File: config.mk
export PLATFORM = sky130hd
export DESIGN_NAME = uart_rx
export DESIGN_NICKNAME = d
export VERILOG_FILES = /design/src/rtl/uart_pkg.sv /design/src/rtl/uart_rx_sync.sv /design/src/rtl/uart_rx.sv
export SDC_FILE = /design/constraint.sdc
export NUM_CORES = 1
export LEC_CHECK = 0
export CAP_MARGIN = 20
export CORE_MARGIN = 2
export CORE_UTILIZATION = 40
export DETAILED_ROUTE_END_ITERATION = 7
export PLACE_DENSITY_LB_ADDON = 0.2
export SETUP_SLACK_MARGIN = 0.2
export SYNTH_ARGS = -nofsm -noshare
export SYNTH_HDL_FRONTEND = slang
export SYNTH_SLANG_ARGS = --single-unit
File: constraint.sdc
create_clock -name clk -period 2.1 [get_ports clk]
set_input_delay 0.315 -clock clk [delete_from_list [all_inputs] [get_ports clk]]
set_output_delay 0.315 -clock clk [all_outputs]
set_load 0.005 [all_outputs]
File: src/rtl/uart_pkg.sv
// rtl/uart_pkg.sv - shared types and constants for the UART receive path
package uart_pkg;

   localparam int UART_DATA_BITS            = 8;
   localparam int UART_DEFAULT_CLKS_PER_BIT = 868;

   typedef enum logic [2:0] {
      IDLE   = 3'd0,
      START  = 3'd1,
      DATA   = 3'd2,
      PARITY = 3'd3,
      STOP   = 3'd4
   } uart_rx_state_e;

endpackage

File: src/rtl/uart_rx_sync.sv
// rtl/uart_rx_sync.sv - two-flop synchroniser for an asynchronous pin input
module uart_rx_sync #(
   parameter logic RESET_VAL = 1'b1
) (
   input  logic clk_i,
   input  logic reset_i,
   input  logic d_i,
   output logic q_o
);

   logic [1:0] sync_q;

   always_ff @(posedge clk_i) begin
      if (reset_i) begin
         sync_q <= {2{RESET_VAL}};
      end else begin
         sync_q <= {sync_q[0], d_i};
      end
   end

   assign q_o = sync_q[1];

endmodule

File: src/rtl/uart_rx.sv
// rtl/uart_rx.sv - 8N1 serial receiver with valid/ready byte output
// Define UART_RX_PARITY_EN for 8E1 frames with a parity_err pulse output.
module uart_rx
   import uart_pkg::*;
#(
   parameter int CLKS_PER_BIT = UART_DEFAULT_CLKS_PER_BIT
) (
   input  logic                      clk,
   input  logic                      reset,
   input  logic                      rxd,
   output logic [UART_DATA_BITS-1:0] dout,
   output logic                      valid,
   input  logic                      ready,
   output logic                      busy,
   output logic                      framing_err,
   output logic                      overrun
`ifdef UART_RX_PARITY_EN
   ,
   output logic                      parity_err
`endif
);

   localparam int               CNT_W    = $clog2(CLKS_PER_BIT);
   localparam logic [CNT_W-1:0] CNT_LAST = CNT_W'(CLKS_PER_BIT - 1);
   localparam logic [CNT_W-1:0] CNT_HALF = CNT_W'(CLKS_PER_BIT / 2 - 1);
   localparam logic [2:0]       IDX_LAST = 3'(UART_DATA_BITS - 1);

   logic                      rxs;
   uart_rx_state_e            state_q, state_d;
   logic [CNT_W-1:0]          cnt_q, cnt_d;
   logic [2:0]                idx_q, idx_d;
   logic [UART_DATA_BITS-1:0] shift_q, shift_d;
   logic [UART_DATA_BITS-1:0] dout_q, dout_d;
   logic                      armed_q, armed_d;
   logic                      valid_q, valid_d;
   logic                      ferr_q, ferr_d;
   logic                      ovr_q, ovr_d;
   logic                      par_bad_q, par_bad_d;
   logic                      perr_q, perr_d;
   logic                      cnt_last;
   logic                      done;

   uart_rx_sync #(
      .RESET_VAL (1'b1)
   ) u_sync (
      .clk_i   (clk),
      .reset_i (reset),
      .d_i     (rxd),
      .q_o     (rxs)
   );

   assign cnt_last = (cnt_q == CNT_LAST);

   always_comb begin
      state_d   = state_q;
      cnt_d     = cnt_q;
      idx_d     = idx_q;
      shift_d   = shift_q;
      dout_d    = dout_q;
      armed_d   = armed_q;
      valid_d   = valid_q;
      par_bad_d = par_bad_q;
      ferr_d    = 1'b0;
      ovr_d     = 1'b0;
      perr_d    = 1'b0;
      done      = 1'b0;

      case (state_q)
         IDLE: begin
            if (rxs) begin
               armed_d = 1'b1;
            end else if (armed_q) begin
               state_d   = START;
               cnt_d     = '0;
               idx_d     = '0;
               par_bad_d = 1'b0;
            end
         end
         START: begin
            // Re-check at mid start bit; a high line here was only a glitch.
            cnt_d = cnt_q + 1'b1;
            if (cnt_q == CNT_HALF) begin
               cnt_d   = '0;
               state_d = rxs ? IDLE : DATA;
            end
         end
         DATA: begin
            cnt_d = cnt_last ? '0 : cnt_q + 1'b1;
            if (cnt_last) begin
               shift_d = {rxs, shift_q[UART_DATA_BITS-1:1]};
               idx_d   = idx_q + 1'b1;
               if (idx_q == IDX_LAST) begin
`ifdef UART_RX_PARITY_EN
                  state_d = PARITY;
`else
                  state_d = STOP;
`endif
               end
            end
         end
`ifdef UART_RX_PARITY_EN
         PARITY: begin
            cnt_d = cnt_last ? '0 : cnt_q + 1'b1;
            if (cnt_last) begin
               par_bad_d = rxs ^ (^shift_q);
               state_d   = STOP;
            end
         end
`endif
         STOP: begin
            cnt_d = cnt_last ? '0 : cnt_q + 1'b1;
            if (cnt_last) begin
               state_d = IDLE;
               if (!rxs) begin
                  // Disarm so a break condition cannot look like a new start bit.
                  ferr_d  = 1'b1;
                  armed_d = 1'b0;
               end else if (par_bad_q) begin
                  perr_d = 1'b1;
               end else begin
                  done = 1'b1;
               end
            end
         end
         default: state_d = IDLE;
      endcase

      if (done) begin
         if (!valid_q || ready) begin
            dout_d  = shift_q;
            valid_d = 1'b1;
         end else begin
            ovr_d = 1'b1;
         end
      end else if (valid_q && ready) begin
         valid_d = 1'b0;
      end
   end

   always_ff @(posedge clk) begin
      if (reset) begin
         state_q   <= IDLE;
         cnt_q     <= '0;
         idx_q     <= '0;
         shift_q   <= '0;
         dout_q    <= '0;
         armed_q   <= 1'b0;
         valid_q   <= 1'b0;
         par_bad_q <= 1'b0;
         ferr_q    <= 1'b0;
         ovr_q     <= 1'b0;
         perr_q    <= 1'b0;
      end else begin
         state_q   <= state_d;
         cnt_q     <= cnt_d;
         idx_q     <= idx_d;
         shift_q   <= shift_d;
         dout_q    <= dout_d;
         armed_q   <= armed_d;
         valid_q   <= valid_d;
         par_bad_q <= par_bad_d;
         ferr_q    <= ferr_d;
         ovr_q     <= ovr_d;
         perr_q    <= perr_d;
      end
   end

   assign dout        = dout_q;
   assign valid       = valid_q;
   assign busy        = (state_q != IDLE);
   assign framing_err = ferr_q;
   assign overrun     = ovr_q;
`ifdef UART_RX_PARITY_EN
   assign parity_err  = perr_q;
`endif

endmodule
==> impl_results.md <==
- Outcome: finished, final reports clean
- Number of nets in the layout: 233
- Share of Yosys cell area claimed by the top area cell type: 41.3%
- Power density over the cells: between 500 and 600 mW/mm²
- Kind of path behind the tightest hold check: flop to flop
- Buffers on Ports: 15
- First-pass GRT wire length: ~6200 µm
- Clock Skews: approximately 0.010 ns
- Per-cell via count in the routed design: 5.15
- Placed wire-length estimate after detailed placement: 2490 µm
- Transition time at the pin with the least slew margin: 0.477 ns
- Placeable core region: 0.00438 mm²
- Routability congestion estimate from global placement: approximately 0.74
- Total nets after synthesis: around 210
- Ys flop type: sky130_fd_sc_hd__dfxtp_1
- Detailed-route DRC error count: 0
- Final Cycle Share: 86.0%
- Fraction of synthesis flops using an asynchronous set or reset pin: 0%
- Number of inserted diodes: 0
- Layout cell share with drive strength beyond 1: 19.6%
- Filler Cells Inserted: about 420
- Worst setup path category: flop to flop
- Maximum number of pins on one net before global-route repair: 20
- Final design instance area without fill: 0.00219 mm²
- Deepest level of the CTS H-tree: 2
- Y dimension of the die: 71.9 µm
- Netlist area before placement: between 0.0015 and 0.002 mm²
- Full die area: just over 0.005 mm²
- Number of endpoints failing setup at the final stage: 0
- Crit. End Element: flop
- TritonCTS clock tree: built
- Minimum hold slack: a little over 0.4 ns
- Final design utilization: about half
- Arrival time at the worst endpoint: about 2.0 ns
- Hold violation total from the final report: 0
- Setup TNS: 0 ns
- Max Fanout on Critical Path: 7
- Total power draw: roughly 1.3 mW
- Gate count after technology mapping: 201
- Routed WL: 3580 µm
- Placed inst area: about 0.0020 mm²
- Clock edge transition at the registers on the reported setup and hold paths: approximately 0.080 ns
- Post-route ant nets: 0
- Total leakage power: between 0.8 and 0.9 nW
- Num ports: 16
- CTS buffer count: 5
- Max-cap violation count: 0
- Worst-skew pair later-pin latency: around 0.29 ns
- DR vias: 1427
- Overflow after GRT: 0
- Clock Tree Root: sky130_fd_sc_hd__clkbuf_8
- Number of global-route vias before repair: between 1000 and 1500
- Total number of yosys warnings: 0
- DP Cell Count: about 270
- Number of antenna violations at the first check in global routing: 0
- Setup WS pre-CTS: a little over 0.2 ns
- Crit path launch type: flop
- Width of the chip: about 72 µm
- Highest clock frequency the design can meet: 0.554 GHz
- Number of flip-flops and latches in the synthesized netlist: 38
- Layout overhead on the synthesized area: 18.7%
- Starting Density: between 40 and 50%
- Maximum vdd ir drop: between 400 and 500 µV
- Max clock buf depth: 2
- Final Critical Period: between 1.5 and 2 ns
- Critical path required time: between 2 and 2.5 ns
- Setup ws final: around 0.29 ns
- 1st-iter DRT viols: about 100
- Clk sink count: 38
- Number of synthesized flops with an enable pin: 0
- Wire length per cell: about 13 µm
- Count of distinct cell types in the synthesized netlist: 43
- Number of standard-cell rows in the floorplan: 24
- Post-Synthesis Mean Instance Area: 9.17 µm²
- Number of standard cells in the final layout excluding fillers: 277
- Count of TritonRoute iterations in the first routing pass: 4
- Sequential cell area fraction in the yosys report: roughly 41%
- Worst max-slew margin expressed relative to the limit: between 60% and 70%
- Cell type with the largest total area after synthesis: sky130_fd_sc_hd__dfxtp_1
- Pins over their slew limit: 0
- Setup repair after global routing missed its margin: yes
- Area contributors post-synth: sky130_fd_sc_hd__dfxtp_1 41%, sky130_fd_sc_hd__mux2i_1 9.2%, sky130_fd_sc_hd__nor2_1 5.3%
- GRT Resource Usage Total: 15.3%
## area by class of cell
type / count / area, µm² / share of cell area, %
Clock buffer: 5 / 68.8 / 3.14
Clock inverter: 2 / 10.0 / 0.457
Inverter: 3 / 11.3 / 0.515
Multi-Input combinational cell: 148 / 1000 / 45.7
Sequential cell: 38 / 772 / 35.3
Tap cell: 52 / 65.1 / 2.97
Timing Repair Buffer: 29 / 262 / 11.9
## synthesized netlist by cell type (2+ instances only)
library cell / n
sky130_fd_sc_hd__dfxtp_1: 38
sky130_fd_sc_hd__nor2_1: 26
sky130_fd_sc_hd__nand2_1: 20
sky130_fd_sc_hd__mux2i_1: 17
sky130_fd_sc_hd__nand3_1: 14
sky130_fd_sc_hd__a31oi_1: 8
sky130_fd_sc_hd__a21oi_1: 6
sky130_fd_sc_hd__nand3b_1: 6
sky130_fd_sc_hd__buf_6: 5
sky130_fd_sc_hd__nor3_1: 5
sky130_fd_sc_hd__o21ai_0: 5
sky130_fd_sc_hd__ha_1: 4
sky130_fd_sc_hd__nand2b_1: 4
sky130_fd_sc_hd__and3_1: 3
sky130_fd_sc_hd__clkbuf_1: 3
sky130_fd_sc_hd__inv_1: 3
sky130_fd_sc_hd__or2_2: 3
sky130_fd_sc_hd__buf_2: 2
sky130_fd_sc_hd__nor3b_1: 2
sky130_fd_sc_hd__nor4_1: 2
sky130_fd_sc_hd__or3_1: 2
sky130_fd_sc_hd__or3b_1: 2
## cell families after synthesis
group | Yosys count | share of synthesized area, %
AND/OR/NAND/NOR | 100 | 30.8
flip-flops | 38 | 41.3
AO/OA/AOI/OAI | 26 | 9.50
multiplexers | 17 | 9.23
buffers and inverters | 15 | 5.97
adder cells (fa/ha/maj) | 4 | 2.72
XOR/XNOR | 1 | 0.475
## power breakdown
group / internal (mW) / switching [mW]
combinational: 0.0258 / 0.0319
clock: 0.223 / 0.256
sequential: 0.723 / 0.00724
total: 0.972 / 0.295
## path summary, 6_finish.rpt
check,depth (start not counted),from,endpoint,slack (ns)
worst min-delay path,1,u_sync.sync_q[0],u_sync.sync_q[1],0.42
worst min register to register,1,u_sync.sync_q[0],u_sync.sync_q[1],0.42
worst max-delay path,7,cnt_q[1],cnt_q[7],0.29
worst max register to register,7,cnt_q[1],cnt_q[7],0.29
## sequential cells by signal, indices dropped and copies added (netlist names)
name / count
state_q: 3
idx_q: 3
u_sync.sync_q: 2
overrun: 1
armed_q: 1
cnt_q: 10
shift_q: 8
valid: 1
dout: 8
framing_err: 1
## timing repair
| action | in CTS | in global routing |
|---|---|---|
| buffers inserted | 1 | 2 |
| endpoints found under the setup margin | 6 | 23 |
| pin swaps | 1 | 3 |
| gates resized for setup | 6 | 9 |
| hold buffers | 0 | 0 |
## per-layer routing
| layer | share of wire [%] | global-route usage (%) | up-vias |
|---|---|---|---|
| met4 | 1.2 | 5.03 | 0 |
| met1 | 52 | 21.9 | 644 |
| met5 | 0 | 0 | - |
| met2 | 44 | 22.3 | 21 |
| li1 | - | - | 756 |
| met3 | 3.3 | 4.22 | 6 |
## critical path, stage by stage, from the launching register on
cell,delay [ns]
sky130_fd_sc_hd__dfxtp_1,0.41
sky130_fd_sc_hd__inv_1,0.06
sky130_fd_sc_hd__ha_1,0.19
sky130_fd_sc_hd__nand3b_1,0.13
sky130_fd_sc_hd__o22ai_2,0.10
sky130_fd_sc_hd__a21oi_2,0.31
sky130_fd_sc_hd__or3b_1,0.38
sky130_fd_sc_hd__a31oi_1,0.16
## layout by cell type, fill, tap and decap left out, types with 3 or more instances in the layout
master	count
sky130_fd_sc_hd__mux2i_1	17
sky130_fd_sc_hd__o21ai_0	5
sky130_fd_sc_hd__clkbuf_8	5
sky130_fd_sc_hd__nor2_1	26
sky130_fd_sc_hd__nand2b_1	4
sky130_fd_sc_hd__a21oi_1	6
sky130_fd_sc_hd__nor3_1	3
sky130_fd_sc_hd__dfxtp_1	33
sky130_fd_sc_hd__or2_2	3
sky130_fd_sc_hd__clkdlybuf4s50_1	14
sky130_fd_sc_hd__ha_1	3
sky130_fd_sc_hd__and3_1	3
sky130_fd_sc_hd__nand2_1	20
sky130_fd_sc_hd__dfxtp_2	3
sky130_fd_sc_hd__buf_4	13
sky130_fd_sc_hd__nand3b_1	6
sky130_fd_sc_hd__a31oi_1	8
sky130_fd_sc_hd__nand3_1	14
Note: power is estimated with default switching activity, not from simulation.
==> variant 1, RTL diff (config.mk and constraints unchanged) <==
The option `UART_RX_PARITY_EN` is turned on by a define.
--- a/src/rtl/uart_rx.sv
+++ b/src/rtl/uart_rx.sv
@@ -1,5 +1,7 @@
 // rtl/uart_rx.sv - 8N1 serial receiver with valid/ready byte output
 // Define UART_RX_PARITY_EN for 8E1 frames with a parity_err pulse output.
+`define UART_RX_PARITY_EN
+
 module uart_rx
    import uart_pkg::*;
 #(
Check against the original RTL (old outputs only; new: parity_err): same outputs for any inputs over 10 cycles, from zero or initial values and one cycle with reset high; that may be too few to reach the edited logic, so the function may still have changed.
==> variant 1 against the unedited design <==
Die area is 0.82% higher; final area increased by 6.2%; non-clock buffer count grew 2; sequential cell count rose by 2; count of clock-buffer cells in the layout is 1 higher; synthesized area rose by 0.88%; routed wire length increased by 7.2%; total power increased by 7.6%; setup slack got worse by 0.0073 ns; largest cell class unchanged; largest power group unchanged.
==> variant 1: results (changes against the unedited design) <==
Outcome
  • Status: finished clean

CTS
  • CTS Root Cell: clkbuf_8
  • CTS clock-pin slew for the worst setup and hold paths: 0.08 ns (about the same)
  • H-tree Lvls: 2 (unchanged)

Place
  • Port Buf Inserts: 16 (+1)
  • Final Wtd Congestion: 0.777 (+4.6%)
  • Placed instance area: 2130 um^2 (+4.2%)
  • Post-DP HPWL: 2.56 mm (+2.9%)
  • Cells after DPL: 288 (+7.9%)

Global route
  • Largest net degree at the start of global routing: 16 (-20%)
  • Vias in the first global route: 1323 (+2.5%)
  • First-pass GRT wire length: 6.35 mm (+1.9%)
  • Total track usage: 15.7% (+0.36 points)

Synthesis
  • Syn avg cell area: 8.53 um^2 (-7.0%)
  • Cell variety after synth: 39 (-9.3%)
  • Net count after synthesis: 226 (+8.1%)
  • Commonest cells in the synthesized netlist: 42 x nand2_1, 40 x dfxtp_1, 23 x nor2_1
  • Register area share after synthesis: 43.1% (+1.8 points)

Setup path
  • CP max-delay cell: clkdlybuf4s50_1
  • Crit-path max FO: 9 (+2)
  • Family with the most delay on the worst path: buffers and inverters

Power
  • Pint: 1.05 mW (+8.2%)
  • Leak: 0.893 nW (+3.4%)
  • Worst ir drop on vdd: 0.000332 V (-17%)

Cells and area
  • Share of cells above drive strength 1: 17.7% (-1.9 points)
  • Max reg flops: 10 (unchanged)
  • Final Non-Filler Cells: 301 (+8.7%)
  • Net count, final: 256 (+9.9%)
  • Register with the most flip-flops: cnt_q

Routing
  • Routed len/inst: 12.7 um (-1.3%)
  • Vias per cell: 5.16 (about the same)
  • Drt initial violations: 117 (+13%)

STA
  • Clock Skew: 0.00325 ns (-0.00719 ns)
  • Worst Tran Pin Value: 0.496 ns (+0.0191 ns)
==> variant 1: cell count changes after synthesis, moves of 3 or more <==
cell      unedited run  this run
clkbuf_1             3         6
a21oi_1              6        19
mux2i_1             17         9
nand3_1             14         9
nand2_1             20        42
xnor2_1              0         4
nor2_1              26        23
nand3b_1             6         1
nor2b_1              0         4
buf_6                5         0
==> variant 1: stage by stage <==
stage | power (mW) | worst slack [ns]
global placement | 0.836 | 0.155
floorplan | 0.814 | 0.291
CTS | 1.38 | 0.177
global route | 1.42 | 0.200
finish | 1.36 | 0.287
detailed placement | 0.836 | 0.0892
==> variant 1: layer usage <==
layer	GRT usage, %	routed length [um]	share of wire [%]
met5	0	0	0
met4	6.29	69	1.8
met3	4.17	160	4.2
met2	22.6	1630	43
met1	22.3	1970	51
==> variant 1: what timing repair did <==
action	in CTS	in global routing
pin swaps	2	5
gates resized for setup	4	10
gates cloned	0	1
setup buffers	4	0
endpoints found under the setup margin	24	31
==> variant 1: path summary, 6_finish.rpt <==
| path | start | endpoint | slack (ns) | depth (start not counted) |
|---|---|---|---|---|
| worst max-delay path | state_q[1]$_SDFFE_PP0P_ | busy | 0.29 | 4 |
| worst min-delay path | u_sync.sync_q[0]$_SDFF_PP1_ | u_sync.sync_q[1]$_SDFF_PP1_ | 0.44 | 1 |
| worst max register to register | cnt_q[3]$_SDFFE_PP0P_ | dout[1]$_SDFFE_PP0P_ | 0.32 | 5 |
| worst min register to register | u_sync.sync_q[0]$_SDFF_PP1_ | u_sync.sync_q[1]$_SDFF_PP1_ | 0.44 | 1 |
==> variant 1: power groups by stage <==
| stage | clock network, mW | registers [mW] | logic [mW] |
|---|---|---|---|
| after floorplan | 0 | 0.783 | 0.0309 |
| after global placement | 0 | 0.785 | 0.0514 |
| after detailed placement | 0 | 0.785 | 0.0509 |
| after CTS | 0.565 | 0.767 | 0.0523 |
| after global routing | 0.591 | 0.767 | 0.0587 |
| final | 0.543 | 0.767 | 0.0533 |
==> variant 1: area by class of cell <==
type,instances,area (um^2)
Multi-Input combinational cell,167,1070
Fill cell,402,2090
Timing Repair Buffer,31,273
Clock inverter,2,15.0
Tap cell,52,65.1
Inverter,3,11.3
Sequential cell,40,808
Clock buffer,6,82.6
==> variant 1: cells by family (layout without fill, tap and decap cells) <==
kind of cell             after synthesis  after routing  synth area share, %
AND/OR/NAND/NOR                      107            107                 29.9
buffers and inverters                 12             42                 2.76
AO/OA/AOI/OAI                         38             39                 12.1
XOR/XNOR                               7              7                 4.04
adder cells (fa/ha/maj)                4              4                 2.69
multiplexers                          10             10                 5.45
flip-flops                            40             40                 43.1
==> variant 1: worst reg2reg max path: stages, from the launching register on <==
cell and delay, ns:
dfxtp_2 0.34, or3b_4 0.47, nor4_4 0.38, nand3_4 0.22, mux2i_1 0.21, nor2_1 0.06
==> variant 2, RTL diff (same flow settings) <==
Without the edit above. `shift_q` no longer has a reset.
--- a/src/rtl/uart_rx.sv
+++ b/src/rtl/uart_rx.sv
@@ -142,7 +142,6 @@
          state_q   <= IDLE;
          cnt_q     <= '0;
          idx_q     <= '0;
-         shift_q   <= '0;
          dout_q    <= '0;
          armed_q   <= 1'b0;
          valid_q   <= 1'b0;
@@ -154,7 +153,6 @@
          state_q   <= state_d;
          cnt_q     <= cnt_d;
          idx_q     <= idx_d;
-         shift_q   <= shift_d;
          dout_q    <= dout_d;
          armed_q   <= armed_d;
          valid_q   <= valid_d;
@@ -163,6 +161,10 @@
          ovr_q     <= ovr_d;
          perr_q    <= perr_d;
       end
+   end
+
+   always_ff @(posedge clk) begin
+      shift_q <= shift_d;
    end
 
    assign dout        = dout_q;
Behaviour: no difference found for any inputs over 10 cycles, from zero or initial values and one cycle with reset high; that may be too few to reach the edited logic, so the function may still have changed.
==> variant 2 against the unedited design <==
Routed wire length is 2.1% lower; total power is 1.7% higher; final cell count is 13% lower; sequential cell count stayed put; synthesized area is 7.3% lower; final area is 0.91% lower; setup slack worse by 0.038 ns; core utilization is 3.5 points higher; critical path type unchanged; largest cell class unchanged; largest power group unchanged.
==> variant 2: results (changes against the unedited design) <==
Outcome
  • Status: finished clean

Global route
  • Total track usage: 15.0% (-0.28 points)
  • Largest net degree at the start of global routing: 26 (+30%)
  • Vias in the first global route: 1271 (-1.5%)
  • First-pass GRT wire length: 5.93 mm (-4.9%)

Place
  • Post-DP HPWL: 2.37 mm (-4.8%)
  • Placed instance area: 1950 um^2 (-4.4%)
  • Final Wtd Congestion: 0.882 (+19%)

Cells and area
  • Non-clock inverter count: 2 (-1)
  • Share of cells above drive strength 1: 24.5% (+4.9 points)

Die
  • Cell Rows: 23 (-4.2%)

Setup path
  • CP max-delay cell: dfxtp_4
  • Crit-path max FO: 5 (-2)
  • Largest stage delay, worst path: 0.38 ns (-0.03 ns)
  • Crit. Startpoint: cnt_q[0]$_SDFFE_PP0P_

STA
  • Hold slack: 0.414 ns (-0.00189 ns)
  • Worst Tran Pin Value: 0.414 ns (-0.0623 ns)
  • Peak Freq: 542 MHz (-2.1%)

Power
  • Worst ir drop on vdd: 0.000364 V (-9.0%)

Synthesis
  • Net count after synthesis: 170 (-19%)
  • Register area share after synthesis: 49.2% (+7.9 points)
  • Top post-synthesis cells by area: dfxtp_1 35%, edfxtp_1 14%, mux2i_1 5.3%
  • Cell count after synthesis: 162 (-19%)
  • Post-synth EDFFs: 8 (+8)

CTS
  • Post-cts resize count: 4 (-2)

Routing
  • Post-Route WL: 3.50 mm (-2.1%)
  • Vias per cell: 5.50 (+6.7%)
  • M1 WL: 1.63 mm (-12%)
## variant 2: cell count changes after synthesis, moves of 5 or more
cell,unedited run,this run
nand3_1,14,5
edfxtp_1,0,8
nand2_1,20,10
dfxtp_1,38,30
mux2i_1,17,9
nand3b_1,6,0
buf_6,5,0
nor2_1,26,20
## variant 2: where the power goes
part	switching [mW]	internal [mW]	total (mW)
combinational	0.0330	0.0303	0.0634
sequential	0.00981	0.746	0.756
clock	0.241	0.228	0.469
## variant 2: kinds of logic (layout without fill, tap and decap cells)
family | Yosys count | in the layout | synth area share [%]
AND/OR/NAND/NOR | 62 | 62 | 21.9
flip-flops | 38 | 38 | 49.2
AO/OA/AOI/OAI | 33 | 33 | 14.2
multiplexers | 11 | 11 | 6.81
buffers and inverters | 10 | 40 | 2.85
adder cells (fa/ha/maj) | 5 | 5 | 3.51
XOR/XNOR | 3 | 3 | 1.54
## variant 2: routing by layer
layer	global-route usage, %	vias to the layer above
li1	-	648
met1	19.4	637
met2	24.4	41
met3	4.36	4
met4	4.58	0
met5	0	-
